File: config.mk
export PLATFORM = sky130hd
export DESIGN_NAME = sram_march_tester
export DESIGN_NICKNAME = d
export VERILOG_FILES = /design/src/rtl/sram_test_pkg.sv /design/src/rtl/sram_test_pattern.sv /design/src/rtl/sram_march_tester.sv
export SDC_FILE = /design/constraint.sdc
export NUM_CORES = 1
export LEC_CHECK = 0
export CAP_MARGIN = 25
export CORE_MARGIN = 3
export CORE_UTILIZATION = 40
export DETAILED_ROUTE_END_ITERATION = 6
export MAX_ROUTING_LAYER = met4
export PLACE_DENSITY = 0.66
export SETUP_SLACK_MARGIN = 0.5
export SYNTH_ARGS = -nofsm -noshare
export SYNTH_HDL_FRONTEND = slang
export SYNTH_SLANG_ARGS = --single-unit
File: constraint.sdc
create_clock -name clk -period 2.95 [get_ports clk]
set_input_delay 0.59 -clock clk [delete_from_list [all_inputs] [get_ports clk]]
set_output_delay 0.59 -clock clk [all_outputs]
set_load 0.02 [all_outputs]
File: src/rtl/sram_test_pkg.sv
// Shared types and constants for the SRAM march tester: FSM encoding, pattern codes
// and the checkerboard / saturation constants.
package sram_test_pkg;

    typedef enum logic [2:0] {
        StIdle,
        StWrReq,
        StWrWait,
        StRdReq,
        StRdWait,
        StCheck,
        StDone
    } state_e;

    localparam logic [1:0] PAT_ZERO = 2'b00;
    localparam logic [1:0] PAT_ONE  = 2'b01;
    localparam logic [1:0] PAT_CHK  = 2'b10;
    localparam logic [1:0] PAT_ADDR = 2'b11;

    localparam logic [15:0] CHK_EVEN    = 16'h5555;
    localparam logic [15:0] CHK_ODD     = 16'hAAAA;
    localparam logic [15:0] ERR_CNT_MAX = 16'hFFFF;

endpackage

File: src/rtl/sram_test_pattern.sv
// Combinational pattern generator shared by the write-data and read-compare paths.
// invert yields the bitwise complement used by the optional inverted passes.
module sram_test_pattern
    import sram_test_pkg::*;
#(
    parameter int unsigned ADDR_W = 18,
    parameter int unsigned DATA_W = 16
) (
    input  logic [1:0]        pat_sel,
    input  logic [ADDR_W-1:0] addr,
    input  logic              invert,
    output logic [DATA_W-1:0] word
);

    logic [DATA_W-1:0] base;

    always_comb begin
        base = '0;
        case (pat_sel)
            PAT_ZERO: base = '0;
            PAT_ONE:  base = '1;
            PAT_CHK:  base = addr[0] ? DATA_W'(CHK_ODD) : DATA_W'(CHK_EVEN);
            // Size cast truncates or zero-extends the address as needed
            PAT_ADDR: base = DATA_W'(addr);
            default:  base = '0;
        endcase
        word = base ^ {DATA_W{invert}};
    end

endmodule

File: src/rtl/sram_march_tester.sv
// Self-running SRAM fill/verify engine driving the sram_ctrl request port.
// Optional SRAM_TEST_INVERT_PASS_EN adds a complemented write/read pass pair.
module sram_march_tester
    import sram_test_pkg::*;
#(
    parameter int unsigned ADDR_W    = 18,
    parameter int unsigned DATA_W    = 16,
    parameter int unsigned LAST_ADDR = 2 ** ADDR_W - 1
) (
    input  logic              clk,
    input  logic              reset,
    input  logic              start,
    input  logic [1:0]        pat_sel,
    output logic              busy,
    output logic              done,
    output logic              pass,
    output logic [15:0]       err_cnt,
    output logic [ADDR_W-1:0] first_err_addr,
    output logic              mem,
    output logic              rw,
    output logic [ADDR_W-1:0] addr,
    output logic [DATA_W-1:0] data_f2s,
    input  logic              ready,
    input  logic [DATA_W-1:0] data_s2f_r
);

    localparam logic [ADDR_W-1:0] LastAddr = ADDR_W'(LAST_ADDR);

    state_e            state_q, state_d;
    logic [1:0]        pat_q, pat_d;
    logic [ADDR_W-1:0] addr_q, addr_d;
    logic [15:0]       err_q, err_d;
    logic [ADDR_W-1:0] first_q, first_d;
    logic [DATA_W-1:0] cmp_q, cmp_d;
    logic [DATA_W-1:0] pat_word;
    logic              invert;
    logic              at_last;

`ifdef SRAM_TEST_INVERT_PASS_EN
    logic inv_q, inv_d;
    assign invert = inv_q;
`else
    assign invert = 1'b0;
`endif

    assign at_last = (addr_q == LastAddr);

    sram_test_pattern #(
        .ADDR_W (ADDR_W),
        .DATA_W (DATA_W)
    ) u_pattern (
        .pat_sel (pat_q),
        .addr    (addr_q),
        .invert  (invert),
        .word    (pat_word)
    );

    always_ff @(posedge clk or negedge reset) begin
        if (!reset) begin
            state_q <= StIdle;
            pat_q   <= PAT_ZERO;
            addr_q  <= '0;
            err_q   <= '0;
            first_q <= '0;
            cmp_q   <= '0;
`ifdef SRAM_TEST_INVERT_PASS_EN
            inv_q   <= 1'b0;
`endif
        end else begin
            state_q <= state_d;
            pat_q   <= pat_d;
            addr_q  <= addr_d;
            err_q   <= err_d;
            first_q <= first_d;
            cmp_q   <= cmp_d;
`ifdef SRAM_TEST_INVERT_PASS_EN
            inv_q   <= inv_d;
`endif
        end
    end

    always_comb begin
        state_d = state_q;
        pat_d   = pat_q;
        addr_d  = addr_q;
        err_d   = err_q;
        first_d = first_q;
        cmp_d   = cmp_q;
        mem     = 1'b0;
`ifdef SRAM_TEST_INVERT_PASS_EN
        inv_d   = inv_q;
`endif
        case (state_q)
            StIdle, StDone: begin
                if (start) begin
                    pat_d   = pat_sel;
                    addr_d  = '0;
                    err_d   = '0;
                    first_d = '0;
`ifdef SRAM_TEST_INVERT_PASS_EN
                    inv_d   = 1'b0;
`endif
                    state_d = StWrReq;
                end
            end
            StWrReq: begin
                mem = ready;
                if (ready) state_d = StWrWait;
            end
            StWrWait: begin
                if (ready) begin
                    if (at_last) begin
                        addr_d  = '0;
                        state_d = StRdReq;
                    end else begin
                        addr_d  = addr_q + ADDR_W'(1);
                        state_d = StWrReq;
                    end
                end
            end
            StRdReq: begin
                mem = ready;
                if (ready) state_d = StRdWait;
            end
            StRdWait: begin
                if (ready) begin
                    cmp_d   = data_s2f_r;
                    state_d = StCheck;
                end
            end
            StCheck: begin
                if (cmp_q != pat_word) begin
                    if (err_q != ERR_CNT_MAX) err_d = err_q + 16'd1;
                    if (err_q == '0) first_d = addr_q;
                end
                if (at_last) begin
`ifdef SRAM_TEST_INVERT_PASS_EN
                    // First read pass done: rerun write/read with the complement
                    if (!inv_q) begin
                        inv_d   = 1'b1;
                        addr_d  = '0;
                        state_d = StWrReq;
                    end else begin
                        state_d = StDone;
                    end
`else
                    state_d = StDone;
`endif
                end else begin
                    addr_d  = addr_q + ADDR_W'(1);
                    state_d = StRdReq;
                end
            end
            default: state_d = StIdle;
        endcase
    end

    assign busy           = (state_q != StIdle) && (state_q != StDone);
    assign done           = (state_q == StDone);
    assign pass           = done && (err_q == '0);
    assign err_cnt        = err_q;
    assign first_err_addr = first_q;
    // Idle bus reads as a read
    assign rw             = (state_q != StWrReq);
    assign addr           = addr_q;
    assign data_f2s       = (state_q == StWrReq) ? pat_word : '0;

endmodule

Yosys cells after proc, flatten, opt, wreduce, memory -nomap -nowiden:

Index checks and enable logic that the tools add are counted.
Widths: inputs -> output; s select.

* output and inout bits: 73
* bits in registers: 73

* reduce and logical (&&, ||, !) cells: 16
* mux-type cells: 24
* add/sub/neg operators: 2
* equal/unequal tests: 23

Operator list (count)
* $mux 18: 6
* $mux 16: 5
* $pmux 16 s4: 1
* $pmux 18 s3: 1
* $pmux 18 s2: 1
* $pmux 16 s2: 1
* $add 18x1->18 const B: 1
* $eq 18x18->1 const B: 1
* $mux 3: 6
* $ne 2x2->1 const B: 9
* $pmux 3 s6: 1
* $add 16x1->16 const B: 1
* $logic_not 16->1: 1
* $ne 16x16->1: 1
* $ne 16x16->1 const B: 1
* $reduce_and 4->1: 3
* $eq 3x3->1 const B: 3
* $eq 3x2->1 const B: 2
* $reduce_bool 3->1: 2
* $reduce_and 5->1: 1
* $eq 2x2->1 const B: 2
* $reduce_and 2->1: 2
* $reduce_or 2->1: 2
* $eq 3x1->1 const B: 1
* 9 further kinds: 10

Logic depth before layout (Yosys ltp):

* word-level depth: 5
* depth in mapped cells: 12
* depth with buffers taken out: 8

Hierarchy:

A second synthesis with hierarchy kept.

* cells, all modules: 441
* area total of the unflattened synthesis: 4292.9 um^2

By module, submodules not included
* sram_march_tester: cells each 401, instances 1, area each 3925.0 um^2
* sram_test_pattern: cells each 40, instances 1, area each 367.9 um^2

Worst setup path before layout:

Ideal clock, no wire load.

* path type: reg2reg
* start: register addr_q[0] (netlist: addr[0])
* end: register first_q[10] (netlist: first_err_addr[10])
* path buffers: 5
* path slack: 0.480 ns
* arrival: 2.349 ns
* stages on the path, launching flop included: 13
* setup time: 0.121 ns
* period minus slack after synthesis: 2.470 ns
* cell sequence: dfrtp_1 buf_4 nor2b_4 buf_6 o22ai_2 xor2_1 o2111a_1 and4_1 buf_6 or3_4 buf_6 buf_6 a22o_1

* word-level cells in the longest chain between the ends: 5

Ends and longest elaborated chain
* from (decl): RTL line sram_march_tester.sv:31 `logic [ADDR_W-1:0] addr_q, addr_d;`
* from (signal assigned): RTL line sram_march_tester.sv:72 `addr_q <= addr_d;`
* $mux 16: RTL line sram_test_pattern.sv:22 `PAT_CHK: base = addr[0] ? DATA_W'(CHK_ODD) : DATA_W'(CHK_EVEN);`
* $pmux 16 s4 (*): RTL line sram_test_pattern.sv:19 `case (pat_sel)`
* $ne 16x16->1 (*): RTL line sram_march_tester.sv:132 `if (cmp_q != pat_word) begin`
* $ne 2x2->1 (no line) (*)
* $reduce_and 4->1 (no line) (*)
* to (signal assigned): RTL line sram_march_tester.sv:74 `first_q <= first_d;`
* to (decl): RTL line sram_march_tester.sv:33 `logic [ADDR_W-1:0] first_q, first_d;`

Every way passes the cells marked *; elsewhere a longest branch is shown, timed or not.
A chain may end at the register's enable or synchronous reset.

Final worst setup path:

* start: register addr_q[0] (netlist: addr[0])
* end: register first_q[4] (netlist: first_err_addr[4])

Same word-level chain as after synthesis.

==> flow_metrics.py <==
metrics = {
    "floorplan": {
        "ios": 95,
        "core_region_area_um2": 10000,
        "dieWidth_um": 108.7,
        "initial_core_util_pct": 42.19,
        "row_count": 36,
        "dieArea_um2": 11820,
        "die_h_um": 108.7,
    },
    "power_and_ir_drop": {
        "power_mw": 4.828,
        "swShare_pct": 44.48,
        "p_seq_share_pct": 29.4,
        "pwr-share-comb_pct": 55.3,
        "internal-power_mw": 2.680,
        "leakage_nw": 2.527,
        "p_switching_mw": 2.147,
        "ir_drop_mv": 0.4815,
        "power.share.clock_pct": 15.3,
        "powerDensity_nw_per_um2": 811.4,
    },
    "synth": {
        "synth_edf_count": 0,
        "yosysSeqAreaShare_pct": 43.30,
        "yosys.cell_count.top_type": "dfrtp_1",
        "ys.flop_type": "dfrtp_1",
        "yosys_warnings": 0,
        "syn_nets": 468,
        "postSynthAreaPerCell_um2": 9.524,
        "ys_ff_latch": 73,
        "ys_types": 62,
        "yosysTopAreaCellShare_pct": 43.30,
        "netlist_instances": 443,
        "synthTopCellsByArea": "dfrtp_1 (43%), mux2_2 (4.8%), a22o_1 (4.4%), o21ai_0 (4.3%), nor2_1 (4.0%)",
        "netlist.top_cell.by_area": "dfrtp_1",
        "yosys-top-cells-count": "dfrtp_1 (73), nor2_1 (45), o21ai_0 (36), nand2_1 (24), a22o_1 (21)",
        "async_flop_share_pct": 100.0,
        "netlist_area_um2": 4219,
    },
    "route": {
        "drc": 0,
        "via_per_inst": 5.724,
        "detail-route-antenna-nets": 0,
        "drt-initial-drc-count": 298,
        "wire_per_inst_um": 17.75,
        "wl_mm": 12.59,
        "drtPass1Iterations": 5,
        "vias": 4058,
    },
    "global_routing": {
        "grt_pass1_wl_mm": 19.78,
        "grt_pass1_vias": 3890,
        "grt_max_degree": 74,
        "overflow": 0,
        "antenna_found_initial": 0,
        "grtUsageTotal_pct": 21.70,
    },
    "worst_setup_path": {
        "worstSetupPathType": "flop to flop",
        "crit_path_start_kind": "flop",
        "path_max_fanout": 9,
        "worstPathArrival_ns": 2.71,
        "crit_required_ns": 3.20,
        "end_kind": "flop",
        "r2r_slack_ns": 0.49,
    },
    "finish": {
        "layout-drive-gt1-share_pct": 25.17,
        "area_growth_pct": 41.01,
        "utilization_pct": 59.50,
        "nets": 596,
        "antenna_cells": 0,
        "final_area_um2": 5949,
        "stdcell_count": 709,
    },
    "timing": {
        "whs_ns": 0.2228,
        "finalWorstSetupSlack_ns": 0.4906,
        "worstMarginPinSlew_ns": 0.3965,
        "setup_viol_count_final": 0,
        "clock.fmax_mhz": 406.6,
        "maxSlewHeadroom_pct": 73.37,
        "period_minus_slack_ns": 2.459,
        "finalCritPeriodShare_pct": 83.37,
        "finClkSkew_ns": 0.01353,
        "setup_tns_ns": 0,
        "hold_viol": 0,
        "slew_violations": 0,
        "rsz0062_at_grt": "yes",
    },
    "clock_tree": {
        "cts.sinks": 73,
        "cts.path.max_buffers": 2,
        "numCtsBuffers": 9,
        "clk_latency_ns": 0.36,
        "h-tree-depth": 3,
        "clockRootBuffer": "clkbuf_8",
        "cts_tree": "yes",
        "cts_hold_buf": 0,
        "clk_pin_slew_ns": 0.09,
    },
    "placed_design": {
        "place_area_um2": 5329,
        "place.gp.congestion": 0.8898,
        "dp_hpwl_mm": 8.382,
        "dp_slack_ns": 0.1288,
        "placed_cells": 665,
        "portBuffers": 94,
    },
    "job": {
        "cap_viol_max_count": 0,
    },
    "status": {
        "status": "finished clean",
    },
    "min_path": {
        "worstHoldPathType": "input pin to async pin",
    },
}
## cell type report
cell class,instances,area (um2)
flip-flops and latches,73,1837
clock inverters,7,56.30
clock buffers,9,123.9
inverters,10,37.54
repair buffers,145,1313
multi-input cells,332,2416
well taps,133,166.4
fillers,873,4050
## worst max-delay path, stage by stage (launching register included)
cell     delay, ns
dfrtp_4       0.56
nor2b_4       0.21
buf_4         0.14
o22ai_2       0.10
xnor2_2       0.18
nor4_4        0.33
nand4_1       0.18
buf_4         0.20
and3_4        0.19
a22o_1        0.24
## registers in the layout, summed over array words and instances (netlist names)
register	count
state_q	3
first_err_addr	18
pat_q	2
addr	18
err_cnt	16
cmp_q	16
## layer usage
layer / track usage (%) / wire length [um] / up-vias
li1: - / - / 1906
met5: - / 0 / -
met3: 4.144 / 732 / 19
met1: 30.45 / 5748 / 1973
met4: 5.050 / 163 / 0
met2: 32.66 / 5941 / 160
## layout by cell type (no fill, tap or decap), drive strengths merged, types with 6 or more instances in the layout
cell type,n
dfrtp,73
clkdlybuf4s50,72
buf,53
nor2,45
o21ai,37
nand2,25
a22o,21
mux2,18
a21oi,18
and3,16
o31ai,14
nand3,14
clkbuf,14
nand4,11
dlygate4sd2,11
xnor2,11
inv,11
nor3,9
a31oi,9
and2,8
o22ai,8
xor2,7
nor2b,7
or3,6
## power groups by stage
stage / Clock [mW] / Combinational (mW) / Sequential (mW)
floorplan: 0 / 1.61 / 1.33
global placement: 0 / 2.24 / 1.41
detailed placement: 0 / 2.26 / 1.42
CTS: 0.742 / 2.40 / 1.39
global route: 0.801 / 2.88 / 1.45
finish: 0.740 / 2.67 / 1.42
## kinds of logic after synthesis
kind of cell / share of synthesized area (%)
flops: 43.30
buf+inv: 5.486
xor+xnor: 3.737
mux: 5.279
fa+ha+maj: 0.8898
simple gates: 21.23
compound gates: 20.08
## path summary, 6_finish.rpt
| path | startpoint | to | cells past startpoint |
|---|---|---|---|
| max | addr[0] | first_err_addr[4] | 9 |
| min | reset | first_err_addr[1] | 2 |
| max reg2reg | addr[0] | first_err_addr[4] | 9 |
| min reg2reg | first_err_addr[12] | first_err_addr[12] | 1 |
| max in group asynchronous | reset | err_cnt[0] | 2 |
| min in group clk | first_err_addr[12] | first_err_addr[12] | 1 |
## what timing repair did
action	CTS	global route
resized for setup	53	49
pin swaps	5	14
hold endpoints to repair	0	0
gates cloned	0	2
setup buffers	16	10
setup endpoints to repair	66	63
No activity file was read; power rests on OpenSTA's default activity.
